<file path="src/rtl/brg_hcc_ctrl_pkg.sv">
// Shared types and helpers for the freeze/drain controller.
// Covers channel state encoding, CSR offsets and STATUS field packing.
package brg_hcc_ctrl_pkg;

   typedef enum logic [1:0] {
      ST_RUN    = 2'd0,
      ST_DRAIN  = 2'd1,
      ST_FROZEN = 2'd2
   } ctrl_state_e;

   localparam int STATUS_W         = 16;
   localparam int STATUS_STATE_LSB = 0;
   localparam int STATUS_ERR_BIT   = 2;
   localparam int STATUS_CNT_LSB   = 8;
   localparam int STATUS_CNT_W     = 8;

   function automatic int freeze_offset(input int ch);
      return ch;
   endfunction

   function automatic int status_offset(input int num_ch, input int ch);
      return num_ch + ch;
   endfunction

   function automatic logic [STATUS_W-1:0] pack_status(input logic [1:0]              state,
                                                       input logic                    err,
                                                       input logic [STATUS_CNT_W-1:0] cnt);
      logic [STATUS_W-1:0] s;
      s = '0;
      s[STATUS_STATE_LSB +: 2]           = state;
      s[STATUS_ERR_BIT]                  = err;
      s[STATUS_CNT_LSB +: STATUS_CNT_W]  = cnt;
      return s;
   endfunction

endpackage

</file>
<file path="src/rtl/brg_hcc_ctrl_channel.sv">
// One channel of the freeze/drain controller: state machine, outstanding
// counter with sticky underflow flag, and request/ready gating.
module brg_hcc_ctrl_channel
   import brg_hcc_ctrl_pkg::*;
#(
   parameter int max_out_p = 16,
   parameter int cnt_w     = $clog2(max_out_p + 1)
) (
   input  logic             clk_i,
   input  logic             reset_i,
   input  logic             freeze_we_i,
   input  logic             freeze_val_i,
   input  logic             out_v_i,
   input  logic             out_ready_i,
   input  logic             resp_v_i,
   output logic             out_v_o,
   output logic             out_ready_o,
   output logic             freeze_o,
   output logic [1:0]       state_o,
   output logic [cnt_w-1:0] cnt_o,
   output logic             err_o
);

   localparam logic [1:0]       S_RUN    = ST_RUN;
   localparam logic [1:0]       S_DRAIN  = ST_DRAIN;
   localparam logic [1:0]       S_FROZEN = ST_FROZEN;
   localparam logic [cnt_w-1:0] CNT_MAX  = cnt_w'(max_out_p);

   logic [1:0]       state, state_n;
   logic [cnt_w-1:0] cnt, cnt_n;
   logic             err, err_n;
   logic             blocked, fire;

   assign blocked     = (state != S_RUN) || (cnt == CNT_MAX);
   assign out_v_o     = out_v_i & ~blocked;
   assign out_ready_o = out_ready_i & ~blocked;
   assign fire        = out_v_o & out_ready_i;
   assign freeze_o    = (state == S_FROZEN);
   assign state_o     = state;
   assign cnt_o       = cnt;
   assign err_o       = err;

   // A simultaneous issue and response cancel; a lone response at zero is an underflow.
   always_comb begin
      cnt_n = cnt;
      err_n = err;
      if (fire && !resp_v_i) begin
         cnt_n = cnt + cnt_w'(1);
      end else if (!fire && resp_v_i) begin
         if (cnt == '0) err_n = 1'b1;
         else           cnt_n = cnt - cnt_w'(1);
      end
   end

   // An unfreeze write takes priority over drain completion in the same cycle.
   always_comb begin
      state_n = state;
      case (state)
         S_RUN: begin
            if (freeze_we_i && freeze_val_i) state_n = S_DRAIN;
         end
         S_DRAIN: begin
            if (freeze_we_i && !freeze_val_i) state_n = S_RUN;
            else if (cnt == '0)               state_n = S_FROZEN;
         end
         S_FROZEN: begin
            if (freeze_we_i && !freeze_val_i) state_n = S_RUN;
         end
         default: state_n = S_FROZEN;
      endcase
   end

   always_ff @(posedge clk_i) begin
      if (reset_i) begin
         state <= S_FROZEN;
         cnt   <= '0;
         err   <= 1'b0;
      end else begin
         state <= state_n;
         cnt   <= cnt_n;
         err   <= err_n;
      end
   end

endmodule

</file>
<file path="src/rtl/brg_hcc_ctrl_unit.sv">
// Multi-channel freeze/drain controller: CSR window decode on the slave
// path, one-cycle response register and per-channel gating instances.
module brg_hcc_ctrl_unit
   import brg_hcc_ctrl_pkg::*;
#(
   parameter int num_ch_p     = 2,
   parameter int addr_width_p = 32,
   parameter int data_width_p = 32,
   parameter int max_out_p    = 16,
   parameter int csr_base_p   = 'h100
) (
   input  logic                    clk_i,
   input  logic                    reset_i,
   input  logic                    in_v_i,
   input  logic                    in_we_i,
   input  logic [addr_width_p-1:0] in_addr_i,
   input  logic [data_width_p-1:0] in_data_i,
   output logic                    in_yumi_o,
   output logic                    returning_v_o,
   output logic [data_width_p-1:0] returning_data_o,
   input  logic [num_ch_p-1:0]     out_v_i,
   input  logic [num_ch_p-1:0]     out_ready_i,
   output logic [num_ch_p-1:0]     out_v_o,
   output logic [num_ch_p-1:0]     out_ready_o,
   input  logic [num_ch_p-1:0]     resp_v_i,
   output logic [num_ch_p-1:0]     freeze_o,
   output logic                    all_frozen_o
);

   localparam int                      cnt_w = $clog2(max_out_p + 1);
   localparam logic [addr_width_p-1:0] BASE  = addr_width_p'(csr_base_p);
   localparam logic [addr_width_p-1:0] WIN   = addr_width_p'(2 * num_ch_p);

   logic [addr_width_p-1:0] off_p0;
   logic                    hit_p0;
   logic [data_width_p-1:0] rdata_p0;
   logic [num_ch_p-1:0]     freeze_we;
   logic [1:0]              state [num_ch_p];
   logic [cnt_w-1:0]        cnt   [num_ch_p];
   logic [num_ch_p-1:0]     err;
   logic                    resp_v_p1;
   logic [data_width_p-1:0] resp_data_p1;
   logic                    unused_data;

   // Only bit 0 of store data is meaningful for FREEZE writes.
   assign unused_data = ^in_data_i[data_width_p-1:1];

   // Stage p0: window decode and STATUS read mux at acceptance.
   assign off_p0    = in_addr_i - BASE;
   assign hit_p0    = (in_addr_i >= BASE) && (off_p0 < WIN);
   assign in_yumi_o = in_v_i & hit_p0;

   always_comb begin
      rdata_p0 = '0;
      for (int k = 0; k < num_ch_p; k++) begin
         if (!in_we_i && off_p0 == addr_width_p'(status_offset(num_ch_p, k))) begin
            rdata_p0 = data_width_p'(pack_status(state[k], err[k], STATUS_CNT_W'(cnt[k])));
         end
      end
   end

   for (genvar k = 0; k < num_ch_p; k++) begin : g_ch
      assign freeze_we[k] = in_yumi_o & in_we_i &
                            (off_p0 == addr_width_p'(freeze_offset(k)));

      brg_hcc_ctrl_channel #(
         .max_out_p (max_out_p),
         .cnt_w     (cnt_w)
      ) u_ch (
         .clk_i        (clk_i),
         .reset_i      (reset_i),
         .freeze_we_i  (freeze_we[k]),
         .freeze_val_i (in_data_i[0]),
         .out_v_i      (out_v_i[k]),
         .out_ready_i  (out_ready_i[k]),
         .resp_v_i     (resp_v_i[k]),
         .out_v_o      (out_v_o[k]),
         .out_ready_o  (out_ready_o[k]),
         .freeze_o     (freeze_o[k]),
         .state_o      (state[k]),
         .cnt_o        (cnt[k]),
         .err_o        (err[k])
      );
   end

   assign all_frozen_o = &freeze_o;

   // Stage p1: response register, exactly one cycle after acceptance.
   always_ff @(posedge clk_i) begin
      if (reset_i) begin
         resp_v_p1    <= 1'b0;
         resp_data_p1 <= '0;
      end else begin
         resp_v_p1    <= in_yumi_o;
         resp_data_p1 <= in_yumi_o ? rdata_p0 : '0;
      end
   end

   assign returning_v_o    = resp_v_p1;
   assign returning_data_o = resp_data_p1;

endmodule

</file>
<file path="config.mk">
export PLATFORM = sky130hd
export DESIGN_NAME = brg_hcc_ctrl_unit
export DESIGN_NICKNAME = d
export VERILOG_FILES = /design/src/rtl/brg_hcc_ctrl_pkg.sv /design/src/rtl/brg_hcc_ctrl_channel.sv /design/src/rtl/brg_hcc_ctrl_unit.sv
export SDC_FILE = /design/constraint.sdc
export NUM_CORES = 1
export LEC_CHECK = 0
export ABC_AREA = 0
export BUFFER_PORTS_ARGS = -buffer_cell sky130_fd_sc_hd__buf_2
export CORE_MARGIN = 2
export CORE_UTILIZATION = 39
export CTS_BUF_LIST = sky130_fd_sc_hd__clkbuf_8
export DETAILED_ROUTE_END_ITERATION = 12
export GPL_TIMING_DRIVEN = 0
export PLACE_DENSITY = 0.78
export SYNTH_ARGS = -nofsm -noshare
export SYNTH_HDL_FRONTEND = slang
export SYNTH_SLANG_ARGS = --single-unit
export TNS_END_PERCENT = 100
</file>
<file path="constraint.sdc">
create_clock -name clk_i -period 2.9 [get_ports clk_i]
set_input_delay 0.29 -clock clk_i [delete_from_list [all_inputs] [get_ports clk_i]]
set_output_delay 0.29 -clock clk_i [all_outputs]
set_load 0.02 [all_outputs]
</file>
==> Yosys cells after proc, flatten, opt, wreduce, memory -nomap -nowiden <==
Cells that the tools add are included.
{ "word_totals": {"ff_bits": 49, "inputBits": 74, "output_inout_bits": 41, "elab_cells": 103} }
{ "classes": {"add_sub_neg": 5, "order_cmp": 2, "n_eq_ne": 17, "muxes": 18, "n_bitwise": 15, "n_reduce_logical": 37} }
{ "ops": {"columns": ["cell", "count"], "rows": [
  ["$eq 32x2->1 const B", 2],
  ["$eq 32x1->1 const B", 1],
  ["$ge 32x9->1 const B", 1],
  ["$logic_not 32->1", 1],
  ["$lt 32x3->1 const B", 1],
  ["$sub 32x9->32 const B", 1],
  ["$mux 5", 6],
  ["$mux 13", 2],
  ["$mux 2", 8],
  ["$pmux 2 s3", 2],
  ["$reduce_and 3->1", 4],
  ["$logic_and 1x1->1", 11],
  ["$add 5x1->5 const B", 2],
  ["$and 1x1->1", 10],
  ["$eq 5x5->1 const B", 2],
  ["$logic_not 5->1", 2],
  ["$sub 5x1->5 const B", 2],
  ["$ne 2x1->1 const B", 4],
  ["$reduce_bool 2->1", 4],
  ["$logic_not 1->1", 6],
  ["$ne 3x1->1 const B", 2],
  ["$reduce_and 2->1", 3],
  ["$not 1->1", 5],
  ["$eq 2x1->1 const B", 2],
  ["other kinds (6)", 10]
]} }

==> Logic depth before layout (Yosys ltp) <==
{ "logic_depth": {"ltp_word": 9, "mapped_depth": 12, "depth_no_buf": 12} }

==> Modules after synthesis <==
A second synthesis with hierarchy kept.
{ "hier_totals": {"hier_cells": 223, "area_unflattened_um2": 1991.9} }
{ "modules_own_cells": {"columns": ["module", "n_inst", "cells_per_inst", "area_each_um2", "seq_area_each_um2"], "rows": [
  ["brg_hcc_ctrl_channel", 2, 64, 555.5, 160.2],
  ["brg_hcc_ctrl_unit", 1, 95, 880.8, 180.2]
]} }

==> Worst setup path before layout <==
OpenSTA, ideal clock, no wires.
{ "synth_path": {"path_type": "flip-flop to flip-flop", "from": "register g_ch[1].u_ch.cnt[0]", "to": "register g_ch[1].u_ch.cnt[4]", "setup_ns": 0.116, "arrival_ns": 2.647, "required_ns": 2.784, "slack_ns": 0.137, "path_stages_with_launch": 13, "path_buffers": 0, "period_less_slack_ns": 2.763, "cell_sequence": "dfxtp_1 -> or4_1 -> nor2_1 -> nor3_1 -> and3_1 -> ha_1 -> inv_1 -> ha_1 -> a21o_1 -> a21oi_1 -> xnor2_1 -> a211oi_1 -> a31o_2"} }
{ "synth_between": {"elab_chain_cells": 9, "word_cells_on_any_way": 17, "cone_classes": "add/sub (2); eq/ne (2); mux (3); bitwise (3); reduce/logical (7)"} }
{ "synth_rtl": {"columns": ["element", "line_no", "text"], "rows": [
  ["start, declared", "brg_hcc_ctrl_channel.sv:30", "logic [cnt_w-1:0] cnt, cnt_n;"],
  ["start signal, assigned", "brg_hcc_ctrl_channel.sv:80", "cnt <= cnt_n;"],
  ["$eq 5x5->1", "brg_hcc_ctrl_channel.sv:34", "assign blocked = (state != S_RUN) || (cnt == CNT_MAX);"],
  ["$logic_or 1x1->1", "brg_hcc_ctrl_channel.sv:34", null],
  ["$not 1->1", "brg_hcc_ctrl_channel.sv:35", "assign out_v_o = out_v_i & ~blocked;"],
  ["$and 1x1->1", "brg_hcc_ctrl_channel.sv:35", null],
  ["$and 1x1->1", "brg_hcc_ctrl_channel.sv:37", "assign fire = out_v_o & out_ready_i;"],
  ["$logic_not 1->1", "brg_hcc_ctrl_channel.sv:49", "end else if (!fire && resp_v_i) begin"],
  ["$logic_and 1x1->1", "brg_hcc_ctrl_channel.sv:49", null],
  ["$reduce_bool 2->1 (no line)", null, null],
  ["$reduce_and 2->1 (no line)", null, null]
]} }
Parallel ways exist; a longest one is shown, timed or not. The select of a mux whose other input is x is not followed.
A chain may end at the register's enable or synchronous reset.

==> Final worst setup path <==
{ "layout_path": {"from": "register g_ch[0].u_ch.cnt[2]", "to": "register g_ch[0].u_ch.cnt[4]"} }
{ "layout_between": {"elab_chain_cells": 9, "word_cells_on_any_way": 17, "cone_classes": "add/sub (2); eq/ne (2); mux (3); bitwise (3); reduce/logical (7)"} }
{ "layout_rtl": {"columns": ["element", "line_no"], "rows": [
  ["start, declared", "brg_hcc_ctrl_channel.sv:30"],
  ["start signal, assigned", "brg_hcc_ctrl_channel.sv:80"],
  ["$eq 5x5->1", "brg_hcc_ctrl_channel.sv:34"],
  ["$logic_or 1x1->1", "brg_hcc_ctrl_channel.sv:34"],
  ["$not 1->1", "brg_hcc_ctrl_channel.sv:35"],
  ["$and 1x1->1", "brg_hcc_ctrl_channel.sv:35"],
  ["$and 1x1->1", "brg_hcc_ctrl_channel.sv:37"],
  ["$logic_not 1->1", "brg_hcc_ctrl_channel.sv:49"],
  ["$logic_and 1x1->1", "brg_hcc_ctrl_channel.sv:49"],
  ["$reduce_bool 2->1 (no line)", null],
  ["$reduce_and 2->1 (no line)", null]
]} }
Parallel ways exist; a longest one is shown, timed or not. The select of a mux whose other input is x is not followed.

==> out/results.tsv <==
metric	value	unit
status	completed	
grt_pass1_wl	5770	µm
ir_worst_vdd	0.328	mV
ant_nets	0	
std_cell_rows	24	
rsz0062_at_grt	false	
hold_violations	0	
p_per_area	617	nW/µm²
arrival	2.94	ns
htreeDepth	1	
globalplace.congestion	0.754	
ff2ff_setup_slack	0.13	ns
detailed_place_hpwl	2840	µm
ys_seq_area_share	28.6	%
cap_viol_max_count	0	
yosys_warnings	0	
io_buffers	58	
end_kind	flip-flop	
drc	0	
cts_buffer_depth	2	
final_cell_mix	buf_2, buf_4, nor2_1, conb_1, dfxtp_1	
synthCells	205	
power.total	1.41	mW
p_int	878	µW
grt_use_total	14.0	%
initial_core_util	40.4	%
die_x	70.9	µm
synth_cell_types	38	
cp-start-kind	flip-flop	
antenna_found_initial	0	
setup_viol	0	
mostFrequentLayoutCell	buf_2	
layout-drive-gt1-share	39.7	%
synth_seq_cells	25	
synth_top_area_share	28.6	%
crit_fanout	4	
ioPinCount	115	
die_area	5030	µm²
fin_crit_sh	95.5	%
grt_start_max_net_pins	14	
cts_tree	built	
drt-total-wl	3540	µm
final_nets	379	
overflow	0	
power_switching_share	37.7	%
final_max_slew_viol_count	0	
num_vias	1551	
max_freq	361	MHz
fin_crit	2.77	ns
viasPerCell	4.51	
synth_edf_count	0	
cts_buffers	3	
min_path_type	input port to flip-flop	
synth_area_leaders	dfxtp_1, buf_4, ha_1, mux2i_1, nor2_1	
grt_pass1_vias	1375	
wl_per_cell	10.3	µm
postSynth.asyncResetShare	0	%
clkTransAtPathRegs	0.08	ns
root_buffer	clkbuf_8	
n_antenna_cell	0	
coreArea	4320	µm²
clockPowerShare	14.2	%
whs	0.304	ns
tns	0	ns
switching_power	532	µW
drt_iter0_drc	30	
area_growth	30.7	%
fin_skew	0.00202	ns
worstPathRequired	3.07	ns
cts_num_sinks	25	
syn_area	1750	µm²
post_synth.cell_area_avg	8.53	µm²
comb_power_share	49.6	%
p_leak	1.10	nW
first_pass_iters	4	
insertion_delay	0.27	ns
synth_flop_cell	dfxtp_1	
yosys.area.top_type	dfxtp_1	
seqPwrFrac	36.2	%
worstSetupPathType	flip-flop to flip-flop	
die_h	70.9	µm
-- final cells by class --
cell class              instances  area (µm²)
fillers                       428        2040
multi-input cells             161        1090
flip-flops and latches         25         508
repair buffers                 60         305
plain buffers                  34         245
well taps                      52        65.1
clock buffers                   3        41.3
inverters                       8        30.0
clock inverters                 1        3.75
-- cells by family (layout without fill, tap and decap cells) --
kind of cell,after synthesis,after routing,share of synthesized area [%]
other cells,1,24,0.215
simple gates,82,82,26.6
buf+inv,42,106,15.7
compound gates,26,26,10.2
xor+xnor,8,8,4.01
fa+ha+maj,12,12,9.45
mux,9,9,5.15
flops,25,25,28.6
-- power groups by stage --
stage / sequential [mW] / combinational (mW) / clock (mW)
after CTS: 0.498 / 0.666 / 0.207
after global routing: 0.526 / 0.773 / 0.223
after floorplan: 0.478 / 0.530 / 0
after detailed placement: 0.502 / 0.635 / 0
after global placement: 0.498 / 0.617 / 0
final: 0.510 / 0.700 / 0.200
-- layer usage --
| metal | share of wire [%] | track usage, % | up-vias |
|---|---|---|---|
| li1 | - | - | 836 |
| met1 | 43 | 16.3 | 653 |
| met2 | 47 | 24.8 | 56 |
| met3 | 8.9 | 4.42 | 6 |
| met4 | 1.1 | 3.56 | 0 |
| met5 | 0 | 0 | - |
-- Yosys cell counts (2+ instances only) --
cell type  number
and2_1          6
buf_4          31
nand2_1        13
nand3_1         3
nor4b_1         2
nand4_1         2
nor3b_1         3
nor3_1          7
and3_1          2
nor2_1         24
a21o_1          4
and4_1          2
a21oi_1        11
ha_1           10
a211oi_1        4
nor2b_1         3
fa_1            2
a31o_2          2
mux2i_1         9
or4_1           2
nand4b_1        2
inv_1           8
nor4_1          3
dfxtp_1        25
nor3_2          4
xnor2_1         8
a221o_1         2
-- metrics by stage --
step / std cells / utilization [%] / area [µm²] / setup WS (ns)
after global placement: 338 / 50.6 / 2190 / -0.0577
after floorplan: 228 / - / 1830 / 0.137
final: 344 / 52.8 / 2280 / 0.130
after global routing: 344 / 52.8 / 2280 / 0.0147
after detailed placement: 338 / 50.6 / 2190 / -0.0879
after CTS: 342 / 51.9 / 2240 / 0.0170
-- critical path: stages (launching register included) --
cell      delay [ns]
dfxtp_2         0.35
or4_4           0.55
nor2_1          0.10
nor3_1          0.07
and3_1          0.21
ha_1            0.21
inv_2           0.09
ha_1            0.27
a21o_1          0.21
a21oi_2         0.14
xnor2_1         0.14
a211oi_1        0.10
a31o_2          0.23
-- flip-flops by register name (all words and copies together) (netlist names) --
signal,count
returning_v_o,1
returning_data_o,8
g_ch.u_ch.cnt_o,10
g_ch.u_ch.state_o,4
g_ch.u_ch.err_o,2
-- timing repair --
action	in CTS	in global routing
hold buffers	0	0
endpoints found under the setup margin	2	2
resized for setup	4	9
setup buffers	0	2
-- worst paths after layout --
path,start,to,cells after the start
setup / recovery,g_ch[0].u_ch.cnt_o[2],g_ch[0].u_ch.cnt_o[4],12
hold / removal,in_data_i[0],g_ch[1].u_ch.state_o[0],3
setup reg to reg,g_ch[0].u_ch.cnt_o[2],g_ch[0].u_ch.cnt_o[4],12
hold reg to reg,g_ch[1].u_ch.err_o,g_ch[1].u_ch.err_o,2
Power figures use the tool's default switching activity.
